<file path="config.mk">
export PLATFORM = sky130hd
export DESIGN_NAME = ref_mem_ctrl
export DESIGN_NICKNAME = d
export VERILOG_FILES = /design/src/rtl/ref_mem_pkg.sv /design/src/rtl/ref_rd_seq.sv /design/src/rtl/ref_mem_ctrl.sv
export SDC_FILE = /design/constraint.sdc
export NUM_CORES = 1
export LEC_CHECK = 0
export ABC_AREA = 1
export CAP_MARGIN = 20
export CORE_AREA = 5 5 311 313
export CTS_CLUSTER_DIAMETER = 80
export DETAILED_ROUTE_END_ITERATION = 6
export DIE_AREA = 0 0 316 318
export PLACE_DENSITY = 0.43
export REMOVE_ABC_BUFFERS = 1
export SLEW_MARGIN = 20
export SYNTH_ARGS = -nofsm -noshare
export SYNTH_HDL_FRONTEND = slang
export SYNTH_SLANG_ARGS = --single-unit
</file>
<file path="constraint.sdc">
create_clock -name clk -period 4.54 [get_ports clk]
set_input_delay 1.135 -clock clk [delete_from_list [all_inputs] [get_ports clk]]
set_output_delay 1.135 -clock clk [all_outputs]
set_load 0.005 [all_outputs]
</file>
<file path="src/rtl/ref_mem_pkg.sv">
// Shared constants, state encoding and helpers for the reference-pixel memory sequencer.
package ref_mem_pkg;

  localparam int PIXEL    = 8;
  localparam int X        = 32;
  localparam int NUM_BANK = 32;
  localparam int ADDR_W   = 7;
  localparam int ROW_W    = PIXEL * X;
  localparam int BANK_W   = $clog2(NUM_BANK);
  localparam int LOAD_W   = 13;
  localparam int RD_LEN_W = 8;

  localparam logic [LOAD_W-1:0] MAX_LOAD_ROWS = 13'd4096;

  localparam logic RD_8R = 1'b0;
  localparam logic RD_1R = 1'b1;

  typedef enum logic [1:0] {
    IDLE = 2'd0,
    LOAD = 2'd1,
    READ = 2'd2,
    DONE = 2'd3
  } state_t;

  // Requests beyond the memory capacity (128 entries x 32 banks) are trimmed.
  function automatic logic [LOAD_W-1:0] clamp_rows(input logic [LOAD_W-1:0] rows);
    return (rows > MAX_LOAD_ROWS) ? MAX_LOAD_ROWS : rows;
  endfunction

endpackage

</file>
<file path="src/rtl/ref_rd_seq.sv">
// Read-address / row-select generator feeding the ME PE array.
// 8-row mode issues one address per cycle; single-row mode holds each
// address for 8 cycles while the row select steps 0..7.
module ref_rd_seq
  import ref_mem_pkg::*;
(
  input  logic                clk,
  input  logic                rst,
  input  logic                start,
  input  logic [ADDR_W-1:0]   base,
  input  logic [RD_LEN_W-1:0] len,
  input  logic                mode,
  output logic [ADDR_W-1:0]   rd_address,
  output logic                rd_req,
  output logic                rd8R_en,
  output logic [3:0]          rdR_sel,
  output logic                last
);

  logic                active_q;
  logic [ADDR_W-1:0]   addr_q;
  logic [RD_LEN_W-1:0] remain_q;
  logic [2:0]          sub_q;
  logic                mode_q;
  logic                step_addr;

  // Address advances every cycle in 8-row mode, after the 8th sub-row otherwise.
  assign step_addr = (mode_q == RD_8R) || (sub_q == 3'd7);
  assign last      = active_q && step_addr && (remain_q == 8'd1);

  // Down-counts remaining addresses; address wraps naturally at 2^ADDR_W.
  always_ff @(posedge clk) begin
    if (rst) begin
      active_q <= 1'b0;
      addr_q   <= '0;
      remain_q <= '0;
      sub_q    <= '0;
      mode_q   <= RD_8R;
    end else if (start) begin
      active_q <= (len != '0);
      addr_q   <= base;
      remain_q <= len;
      sub_q    <= '0;
      mode_q   <= mode;
    end else if (active_q) begin
      if (step_addr) begin
        sub_q    <= '0;
        addr_q   <= addr_q + 1'b1;
        remain_q <= remain_q - 1'b1;
        if (remain_q == 8'd1) begin
          active_q <= 1'b0;
        end
      end else begin
        sub_q <= sub_q + 1'b1;
      end
    end
  end

  // Outputs are forced to zero outside an active read sequence.
  always_comb begin
    rd_req     = active_q;
    rd8R_en    = active_q && (mode_q != RD_1R);
    rdR_sel    = active_q ? {1'b0, sub_q} : 4'd0;
    rd_address = active_q ? addr_q : '0;
  end

endmodule

</file>
<file path="src/rtl/ref_mem_ctrl.sv">
// Ref_mem sequencer: one start runs a load phase (rows interleaved across
// banks) followed by a read phase driving the PE array address sequence.
//
//   state | meaning
//   IDLE  | waiting for start; cfg latched on accept
//   LOAD  | in_ready high, each handshake writes one row
//   READ  | read sequencer issuing addresses
//   DONE  | one cycle; done pulse follows, then back to IDLE
module ref_mem_ctrl
  import ref_mem_pkg::*;
(
  input  logic                       clk,
  input  logic                       rst,
  input  logic                       start,
  input  logic [LOAD_W-1:0]          cfg_load_rows,
  input  logic [ADDR_W-1:0]          cfg_rd_base,
  input  logic [RD_LEN_W-1:0]        cfg_rd_len,
  input  logic                       cfg_rd_mode,
  input  logic                       in_valid,
  output logic                       in_ready,
  input  logic [ROW_W-1:0]           in_data,
  output logic [ROW_W-1:0]           ref_input,
  output logic [NUM_BANK-1:0]        Bank_sel,
  output logic [ADDR_W*NUM_BANK-1:0] write_address_all,
  output logic [ADDR_W-1:0]          rd_address,
  output logic                       rd8R_en,
  output logic [3:0]                 rdR_sel,
  output logic                       rd_req,
  output logic                       busy,
  output logic                       done
);

  state_t                state_q, state_d;
  logic                  busy_q, done_q;
  logic [LOAD_W-1:0]     load_rows_q;
  logic [ADDR_W-1:0]     rd_base_q;
  logic [RD_LEN_W-1:0]   rd_len_q;
  logic                  rd_mode_q;
  logic [LOAD_W-1:0]     row_cnt_q;
  logic [ROW_W-1:0]      ref_input_q;
  logic [NUM_BANK-1:0]   bank_sel_q;
  logic [ADDR_W-1:0]     wr_addr_q;

  logic                  start_ok;
  logic                  hs;
  logic                  last_row;
  logic                  rd_start;
  logic                  rd_last;
  logic [ADDR_W-1:0]     seq_base;
  logic [RD_LEN_W-1:0]   seq_len;
  logic                  seq_mode;

  assign start_ok = start && !busy_q && (state_q == IDLE);
  assign in_ready = (state_q == LOAD);
  assign hs       = in_valid && in_ready;
  assign last_row = hs && (row_cnt_q == load_rows_q - 13'd1);

  // A read launched straight from IDLE must use the live cfg, since the
  // latched copy only lands on the same edge.
  always_comb begin
    seq_base = rd_base_q;
    seq_len  = rd_len_q;
    seq_mode = rd_mode_q;
    if (state_q == IDLE) begin
      seq_base = cfg_rd_base;
      seq_len  = cfg_rd_len;
      seq_mode = cfg_rd_mode;
    end
  end

  // Next-state decode; rd_start kicks the read sequencer on entry to READ.
  always_comb begin
    state_d  = state_q;
    rd_start = 1'b0;
    case (state_q)
      IDLE: begin
        if (start_ok) begin
          if (cfg_load_rows != '0) begin
            state_d = LOAD;
          end else if (cfg_rd_len != '0) begin
            state_d  = READ;
            rd_start = 1'b1;
          end else begin
            state_d = DONE;
          end
        end
      end
      LOAD: begin
        if (last_row) begin
          if (rd_len_q != '0) begin
            state_d  = READ;
            rd_start = 1'b1;
          end else begin
            state_d = DONE;
          end
        end
      end
      READ: begin
        if (rd_last) begin
          state_d = DONE;
        end
      end
      DONE: begin
        state_d = IDLE;
      end
      default: begin
        state_d = IDLE;
      end
    endcase
  end

  // State, job configuration, row counter and busy/done flags.
  always_ff @(posedge clk) begin
    if (rst) begin
      state_q     <= IDLE;
      busy_q      <= 1'b0;
      done_q      <= 1'b0;
      load_rows_q <= '0;
      rd_base_q   <= '0;
      rd_len_q    <= '0;
      rd_mode_q   <= RD_8R;
      row_cnt_q   <= '0;
    end else begin
      state_q <= state_d;
      done_q  <= (state_q == DONE);
      if (start_ok) begin
        busy_q <= 1'b1;
      end else if (done_q) begin
        busy_q <= 1'b0;
      end
      if (start_ok) begin
        load_rows_q <= clamp_rows(cfg_load_rows);
        rd_base_q   <= cfg_rd_base;
        rd_len_q    <= cfg_rd_len;
        rd_mode_q   <= cfg_rd_mode;
        row_cnt_q   <= '0;
      end else if (hs) begin
        row_cnt_q <= row_cnt_q + 13'd1;
      end
    end
  end

  // Registered write port: row r lands in bank r mod 32 at entry r/32.
  always_ff @(posedge clk) begin
    if (rst) begin
      ref_input_q <= '0;
      bank_sel_q  <= '0;
      wr_addr_q   <= '0;
    end else if (hs) begin
      ref_input_q <= in_data;
      bank_sel_q  <= NUM_BANK'(1) << row_cnt_q[BANK_W-1:0];
      wr_addr_q   <= row_cnt_q[BANK_W +: ADDR_W];
    end else begin
      bank_sel_q <= '0;
    end
  end

  ref_rd_seq u_rd_seq (
    .clk        (clk),
    .rst        (rst),
    .start      (rd_start),
    .base       (seq_base),
    .len        (seq_len),
    .mode       (seq_mode),
    .rd_address (rd_address),
    .rd_req     (rd_req),
    .rd8R_en    (rd8R_en),
    .rdR_sel    (rdR_sel),
    .last       (rd_last)
  );

  assign ref_input         = ref_input_q;
  assign Bank_sel          = bank_sel_q;
  assign write_address_all = {NUM_BANK{wr_addr_q}};
  assign busy              = busy_q;
  assign done              = done_q;

endmodule

</file>
==> results of run 1 <==
[layout make-up]
type                       count  area, µm²  share of cell area, %
clock inverter                16      138.9                 0.5568
clock buffer                  70       1384                  5.547
tap                         1265       1583                  6.345
multi-input combinational   1289       5857                  23.48
inverter                     104      405.4                  1.625
sequential                   361       7232                  28.99
timing repair buffer         833       8343                  33.45
antenna                        1      2.502                0.01003
[power by group]
| part | switching [µW] | internal [µW] |
|---|---|---|
| Combinational | 1900 | 2310 |
| Clock | 1520 | 2170 |
| Sequential | 401 | 3750 |
[cells in the final DEF (no fill, tap or decap), types with 22 or more instances in the layout]
cell / instances
o21ai_0: 308
nand3_1: 59
a21oi_1: 31
dfxtp_1: 357
clkbuf_16: 48
clkdlybuf4s50_1: 815
nor3_1: 22
nand2_1: 173
nor2_1: 601
inv_1: 97
[worst max-delay path, stage by stage (launching register included)]
cell and delay (ns):
dfxtp_1 0.89, buf_4 0.31, clkdlybuf4s50_1 0.53
[how the worst min path moves through the flow]
| stage | end | slack [ns] | from | cells after the start |
|---|---|---|---|---|
| final | rd_base_q[2]$_SDFFE_PP0P_ | 0.47 | rd_base_q[2]$_SDFFE_PP0P_ | 2 |
| after global routing | ref_input[196]$_SDFFE_PP0P_ | 0.50 | ref_input[196]$_SDFFE_PP0P_ | 2 |
| after CTS | rd_base_q[6]$_SDFFE_PP0P_ | 0.47 | rd_base_q[6]$_SDFFE_PP0P_ | 1 |
| after detailed placement | rd_base_q[6]$_SDFFE_PP0P_ | 0.46 | rd_base_q[6]$_SDFFE_PP0P_ | 1 |
| after global placement | row_cnt_q[12]$_SDFFE_PP0P_ | 0.46 | row_cnt_q[12]$_SDFFE_PP0P_ | 1 |
| after floorplan | u_rd_seq.sub_q[0]$_SDFFE_PP0P_ | 0.44 | u_rd_seq.sub_q[0]$_SDFFE_PP0P_ | 2 |
[layer usage]
layer	track usage (%)	share of wire (%)
met3	4.422	8.7
met1	15.13	42
met2	20.71	47
met5	0	0.097
met4	2.907	2.1
[per-stage QoR]
stage               cell area [µm²]  std cells  hold slack (ns)  power, µW   TNS, ns
global route                  24950       3939           0.4970      12880         0
detailed placement            23420       3852           0.4603       8543         0
floorplan                     13460       1754           0.4391       5790  -1847.48
CTS                           24940       3938           0.4731      12370         0
finish                        24950       3939           0.4721      12050         0
global placement              23420       3852           0.4557       8559         0
[kinds of logic (layout without fill, tap and decap cells)]
kind of cell | Yosys count | count (layout) | synth area share, %
muxes | 1 | 1 | 0.06445
and+or+nand+nor | 897 | 897 | 23.51
adders and majority gates | 16 | 16 | 1.289
AOI/OAI and AO/OA | 358 | 358 | 11.76
buffers and inverters | 432 | 1023 | 15.83
xor gates and xnor gates | 16 | 16 | 0.9988
other | 1 | 2 | 0.02414
DFF | 361 | 361 | 46.53
[registers in the layout (all words and copies together) (netlist names)]
| name | cells |
|---|---|
| ref_input | 256 |
| Bank_sel | 32 |
| load_rows_q | 13 |
| row_cnt_q | 13 |
| rd_len_q | 8 |
| u_rd_seq.remain_q | 8 |
| rd_base_q | 7 |
| u_rd_seq.addr_q | 7 |
| wr_addr_q | 7 |
| u_rd_seq.sub_q | 3 |
| state_q | 2 |
| busy | 1 |
| done | 1 |
| rd_mode_q | 1 |
| u_rd_seq.mode_q | 1 |
| u_rd_seq.rd_req | 1 |
==> results.cfg, run 1 <==
[die]
core_area_mm2 = 0.09402
die-area_mm2 = 0.1005
die_h_um = 318
start_util_pct = 16.52
die_w_um = 316
fp-row-count = 113
ios = 817

[timing]
worst_pin_slew_ns = 0.8923
rsz0062_at_grt = no
max_freq_mhz = 289.9
period_needed_ns = 3.450
max_slew_margin_pct = 39.97
fin_ws_ns = 1.090
final.period_utilization_pct = 75.99
final_max_slew_viol_count = 0
final_hold_viol_count = 0
fin_worst_skew_ns = 0.02705
setup_viol = 0

[clocking]
clock_sinks = 361
cts-hold-fix-buffers = 0
post_cts_resized = 0
htreeDepth = 2
cts_buffers = 48
root_buffer = clkbuf_16
cts.path.max_buffers = 3
clk_pin_slew_ns = 0.06
postCtsSetupBuffers = 0
cts_tree = done
worst_skew_pair.late_latency_ns = 0.61

[grt]
grt_pass1_vias = 14330
grt_max_degree = 156
gr-usage-all-layers_pct = 12.35
grt_first_pass_wirelength_mm = 96.08
grt_overflow = 0
antenna_found_initial = 8

[place]
hpwl_mm = 48.71
portBuffers = 815
preCtsSetupSlack_ns = 0.9832
place.gp.congestion = 0.7505

[logic_synthesis]
synth_seq_area_share_pct = 46.53
synth_warnings = 0
synth.avg_cell_area_um2 = 7.460
synth_edf_count = 0
syn-cell-area_mm2 = 0.01553
synth_top_flop_cell = dfxtp_1
synth_most_common_cell = nor2_1
synthTopCellsByCount = nor2_1 (602), dfxtp_1 (361), o21ai_0 (308), buf_4 (218), nand2_1 (174)
syn_inst = 2082
ys_ff_latch = 361
async_flop_share_pct = 0
synth_top_area_share_pct = 46.53
synth_area_leaders = dfxtp_1 (47%), nor2_1 (15%), buf_4 (11%), o21ai_0 (9.9%), nand2_1 (4.2%)
yosysTopAreaCell = dfxtp_1
synthDistinctLibCells = 41

[critical_path]
cp-start-kind = register
crit_type = reg -> out
r2r_cells = 7
r2r_start = u_rd_seq.rd_req$_SDFF_PP0_
regToRegEndpoint = u_rd_seq.addr_q[4]$_SDFFE_PP0P_
cp.required_ns = 3.40
crit_start = wr_addr_q[1]$_SDFFE_PP0P_
r2r_slack_ns = 1.84
end_kind = output pin
crit_end = write_address_all[22]
crit_fanout = 22
critPathArrivalTime_ns = 2.31

[layout]
postLayoutCoreUtil_pct = 26.53
layout-drive-gt1-share_pct = 4.789
nFillCells = 10300
syn_to_final_growth_pct = 60.60
final_nets = 2942

[detailed_routing]
vias_per_cell = 3.739
detail_route.drc_violations = 0
route.vias.total = 14730
drtAntennaViolNets = 0
wl_mm = 65.85
first_pass_iters = 5
drtIter0Drc = 778
wl_per_cell_um = 16.72

[worst_hold_path]
min_path_type = reg -> reg

[outcome]
outcome = complete, no violations

[power_and_ir_drop]
powerDensity_mw_per_mm2 = 483.1
p_leak_uw = 0.009220
ir_worst_vdd_mv = 0.2397

[job]
maxCapViolCount = 0
(Power assumes the default switching activity.)
==> inputs of run 2 (changes only) <==
--- a/config.mk
+++ b/config.mk
@@ -7,11 +7,11 @@
 export LEC_CHECK = 0
 export ABC_AREA = 1
 export CAP_MARGIN = 20
-export CORE_AREA = 5 5 311 313
+export CORE_AREA = 5 5 312 314
 export CTS_CLUSTER_DIAMETER = 80
 export DETAILED_ROUTE_END_ITERATION = 6
-export DIE_AREA = 0 0 316 318
-export PLACE_DENSITY = 0.43
+export DIE_AREA = 0 0 317 319
+export PLACE_DENSITY = 0.44
 export REMOVE_ABC_BUFFERS = 1
 export SLEW_MARGIN = 20
 export SYNTH_ARGS = -nofsm -noshare
==> constraint.sdc (replaced) <==
create_clock -name clk -period 3.1 [get_ports clk]
set_input_delay 0.775 -clock clk [delete_from_list [all_inputs] [get_ports clk]]
set_output_delay 0.775 -clock clk [all_outputs]
set_load 0.005 [all_outputs]
==> run 2 against run 1 <==
Sequential power grew 43%; final cell count rose by 0.69%; critical endpoint is now rd8R_en; largest power group unchanged; sequential cell count unchanged; highest routed layer unchanged.
==> results.cfg, run 2 (synthesis results as in run 1) <==
[place]
dp_cells = 3878
hpwl_mm = 49.49
portBuffers = 815
place.gp.congestion = 0.7690

[critical_path]
r2r_cells = 15
end_kind = output pin
critPathArrivalTime_ns = 2.09
regToRegEndpoint = u_rd_seq.addr_q[5]$_SDFFE_PP0P_
r2r_start = state_q[1]$_SDFFE_PP0P_
crit_type = reg -> out
cp-start-kind = register
crit_fanout = 15
cp.required_ns = 2.32
r2r_slack_ns = 0.64

[timing]
fin_worst_skew_ns = 0.02317
max_slew_margin_pct = 32.15
fin_tns_setup_ns = 0
setup_viol = 0
period_needed_ns = 2.864
final_max_slew_viol_count = 0
final.period_utilization_pct = 92.39
final_hold_viol_count = 0
rsz0062_at_grt = no
max_freq_mhz = 349.2
worst_pin_slew_ns = 1.018

[job]
maxCapViolCount = 0

[outcome]
outcome = complete, no violations

[die]
die-area_mm2 = 0.1011
ios = 817
die_w_um = 317
core_area_mm2 = 0.09430
fp-row-count = 113
die_h_um = 319
start_util_pct = 16.47

[grt]
gr-usage-all-layers_pct = 12.37
grt_first_pass_wirelength_mm = 96.88
grt_overflow = 0
grt_pass1_vias = 14810
antenna_found_initial = 14
grt_max_degree = 152

[clocking]
root_buffer = clkbuf_16
cts.path.max_buffers = 3
cts_buffers = 48
post_cts_resized = 0
cts_tree = done
postCtsSetupBuffers = 0
clk_pin_slew_ns = 0.06
worst_skew_pair.late_latency_ns = 0.62
htreeDepth = 2
cts-hold-fix-buffers = 0
clock_sinks = 361

[detailed_routing]
wl_per_cell_um = 16.80
drtIter0Drc = 691
detail_route.drc_violations = 0
wl_mm = 66.63
route.vias.total = 14970
drtAntennaViolNets = 0
vias_per_cell = 3.773
first_pass_iters = 5

[layout]
postLayoutCoreUtil_pct = 26.83
final_nets = 2968
layout_common_cells = clkdlybuf4s50_1 (815), nor2_1 (601), dfxtp_1 (361)
largest_reg_flops = 256
final_common_cell = clkdlybuf4s50_1
syn_to_final_growth_pct = 62.88
layout-drive-gt1-share_pct = 5.601
fin_cells = 3966

[worst_hold_path]
min_from = rd_base_q[0]$_SDFFE_PP0P_
min_path_type = reg -> reg
min_to = rd_base_q[0]$_SDFFE_PP0P_
hold_depth = 2

[power_and_ir_drop]
powerDensity_mw_per_mm2 = 712.8
ir_worst_vdd_mv = 0.3464
p_leak_uw = 0.009405
[run 2: worst max-delay path by stage]
stage	endpoint	depth (start not counted)	startpoint	slack, ns
5_1_grt	rd8R_en	3	u_rd_seq.rd_req$_SDFF_PP0_	0.06
3_5_place_dp	u_rd_seq.rd_req$_SDFF_PP0_	10	cfg_load_rows[0]	0.05
4_1_cts	rd8R_en	3	u_rd_seq.rd_req$_SDFF_PP0_	0.16
3_3_place_gp	u_rd_seq.rd_req$_SDFF_PP0_	10	cfg_load_rows[0]	-0.03
6_report	rd8R_en	3	u_rd_seq.rd_req$_SDFF_PP0_	0.24
2_1_floorplan	u_rd_seq.addr_q[2]$_SDFFE_PP0P_	12	in_valid	-7.33
[run 2: layout make-up]
class / instances / area (µm²)
antenna: 5 / 12.51
clock buffer: 67 / 1394
clock inverter: 16 / 207.7
fill: 10300 / 69000
inverter: 104 / 405.4
multi-input combinational: 1289 / 5857
sequential: 361 / 7227
tap: 1265 / 1583
timing repair buffer: 859 / 8613
[run 2: worst max-delay path: stages, from the launching register on]
cell and delay (ns):
dfxtp_1 0.61, inv_1 0.19, nor2_1 0.14, clkdlybuf4s50_1 0.54
[run 2: where the power goes]
group	switching (µW)	leakage [µW]	internal (µW)	total, µW
Combinational	2960	0.00568	3460	6430
Sequential	435	0.00294	5490	5920
Clock	2280	0.000786	3400	5680
Total	5680	0.00940	12300	18000
[run 2: per-stage QoR]
step	hold WS, ns	setup WS (ns)	power [µW]	instance area (µm²)
floorplan	0.4391	-7.327	8479	13460
global route	0.4886	0.05651	19270	25290
detailed placement	0.4590	0.05231	12600	23690
global placement	0.4562	-0.02523	12630	23690
finish	0.4712	0.2360	18030	25300
CTS	0.4745	0.1595	18480	25290
[run 2: metal layers]
metal / GRT usage [%] / up-vias / routed length, µm / part of all wire [%]
li1: - / 7573 / - / -
met1: 14.57 / 6774 / 27530 / 41
met2: 21.09 / 508 / 31190 / 47
met3: 4.532 / 94 / 6122 / 9.2
met4: 3.578 / 16 / 1687 / 2.5
met5: 0 / - / 101 / 0.15
==> inputs of run 3 (changes only) <==
--- a/config.mk
+++ b/config.mk
@@ -8,7 +8,6 @@
 export ABC_AREA = 1
 export CAP_MARGIN = 20
 export CORE_AREA = 5 5 312 314
-export CTS_CLUSTER_DIAMETER = 80
 export DETAILED_ROUTE_END_ITERATION = 6
 export DIE_AREA = 0 0 317 319
 export PLACE_DENSITY = 0.44
==> run 3 against run 2 <==
Sequential power about the same; global-route usage about the same; clock skew down 0.0028 ns; die area unchanged; non-clock buffer count unchanged; fmax up 0.56%; total power down 0.77%; count of clock-buffer cells in the layout unchanged; cell area down 0.18%; final cell count about the same; clock power down 2%; critical path type unchanged; critical endpoint unchanged.
==> results.cfg, run 3 (synthesis results as in run 1) <==
[worst_hold_path]
min_path_type = reg -> reg
hold_depth = 2

[detailed_routing]
detail_route.drc_violations = 0
first_pass_iters = 4
drtAntennaViolNets = 0
wl_per_cell_um = 16.84
vias_per_cell = 3.768
drtIter0Drc = 644
route.vias.total = 14940
wl_mm = 66.76

[timing]
fin_hold_ws_ns = 0.4711
worst_pin_slew_ns = 1.034
period_needed_ns = 2.848
max_slew_margin_pct = 31.03
final.period_utilization_pct = 91.87
max_freq_mhz = 351.1
setup_viol = 0
final_hold_viol_count = 0
final_max_slew_viol_count = 0
fin_tns_setup_ns = 0
fin_worst_skew_ns = 0.02040
rsz0062_at_grt = no

[critical_path]
cpMaxStageDelayCell = dfxtp_1
cp.required_ns = 2.32
path_buf_inv = 2
cp_cell_sequence = inv_1 > nor2_1 > clkdlybuf4s50_1
cp_num_cells = 3
crit_family = buffers and inverters
max_stage_delay_ns = 0.61
end_kind = output pin
crit_fanout = 15
r2r_cells = 16
cp-start-kind = register
crit_type = reg -> out
critPathArrivalTime_ns = 2.07

[power_and_ir_drop]
power_uw = 17890
power.share.sequential_pct = 33.1
p_leak_uw = 0.009378
powerDensity_mw_per_mm2 = 708.6
power_switching_uw = 5627
pwr-share-comb_pct = 35.9
switching_share_pct = 31.44
ir_worst_vdd_mv = 0.3247
p_clk_share_pct = 31.0
power.internal_uw = 12270

[die]
die-area_mm2 = 0.1011
fp-row-count = 113
core_area_mm2 = 0.09430
start_util_pct = 16.47
ios = 817
die_w_um = 317
die_h_um = 319

[layout]
largest_reg_flops = 256
final_common_cell = clkdlybuf4s50_1
layout-drive-gt1-share_pct = 5.566
final_nets = 2967
syn_to_final_growth_pct = 62.58
nFillCells = 10300
design_area_mm2 = 0.02525
seq_area_mm2 = 0.007227
fin_cells = 3965
multi_input_area_mm2 = 0.005857
layout_common_cells = clkdlybuf4s50_1 (815), nor2_1 (601), dfxtp_1 (361)

[grt]
grt_overflow = 0
grt_pass1_vias = 14760
grt_max_degree = 152
gr-usage-all-layers_pct = 12.37
antenna_found_initial = 14
grt_first_pass_wirelength_mm = 96.84

[clocking]
cts_buffers = 47
htreeDepth = 2
post_cts_resized = 0
cts.path.max_buffers = 3
cts-hold-fix-buffers = 0
clk_pin_slew_ns = 0.06
root_buffer = clkbuf_16
worst_skew_pair.late_latency_ns = 0.61
cts_tree = done
postCtsSetupBuffers = 0
clock_sinks = 361

[place]
portBuffers = 815
hpwl_mm = 49.49
dpl-instance-area_mm2 = 0.02369
place.gp.congestion = 0.7690
dp_cells = 3878

[job]
maxCapViolCount = 0

[outcome]
outcome = complete, no violations
run 3: path summary, 6_finish.rpt:
kind	endpoint	from	slack (ns)
worst min-delay path	rd_base_q[0]$_SDFFE_PP0P_	rd_base_q[0]$_SDFFE_PP0P_	0.47
worst max-delay path	rd8R_en	u_rd_seq.rd_req$_SDFF_PP0_	0.25
worst max register to register	u_rd_seq.addr_q[4]$_SDFFE_PP0P_	state_q[1]$_SDFFE_PP0P_	0.64
worst min register to register	rd_base_q[0]$_SDFFE_PP0P_	rd_base_q[0]$_SDFFE_PP0P_	0.47
run 3: final cells by class:
type                       count  area share [%]
clock buffer                  67           5.430
sequential                   361           28.62
antenna                        5         0.04955
multi-input combinational   1289           23.19
timing repair buffer         859           34.11
inverter                     104           1.605
clock inverter                15          0.7283
tap                         1265           6.268
run 3: power by group through the flow:
| stage | sequential [µW] | clock [µW] | combinational (µW) |
|---|---|---|---|
| after floorplan | 6290 | 0 | 2190 |
| after global placement | 6000 | 0 | 6620 |
| after detailed placement | 6030 | 0 | 6570 |
| after CTS | 5940 | 5830 | 6590 |
| after global routing | 6040 | 5960 | 7120 |
| final | 5920 | 5540 | 6430 |
run 3: worst reg2reg max path, stage by stage, from the launching register on:
cell and delay, ns:
dfxtp_1 0.34, inv_1 0.08, ha_1 0.34, nand2_4 0.17, inv_8 0.12, nand3_1 0.07, nor2_1 0.18, nand3_1 0.11
nor2_1 0.10, nand2_1 0.09, nor2_4 0.12, nand3_4 0.17, nand2_4 0.24, nand2_1 0.08, nand2_1 0.07, nor2_1 0.04
nor2_1 0.08
run 3: metrics by stage:
stage | util (%) | setup WS [ns]
after CTS | 26.76 | 0.1753
after global placement | 25.12 | -0.02523
after detailed placement | 25.12 | 0.05231
after global routing | 26.76 | 0.07239
final | 26.78 | 0.2520
after floorplan | - | -7.327
run 3: routing by layer:
layer	global-route usage, %	share of wire [%]	up-vias
met2	21.28	47	505
met3	4.403	9.2	90
met4	3.344	2.3	16
met5	0	0.14	-
met1	14.61	41	6764
li1	-	-	7565
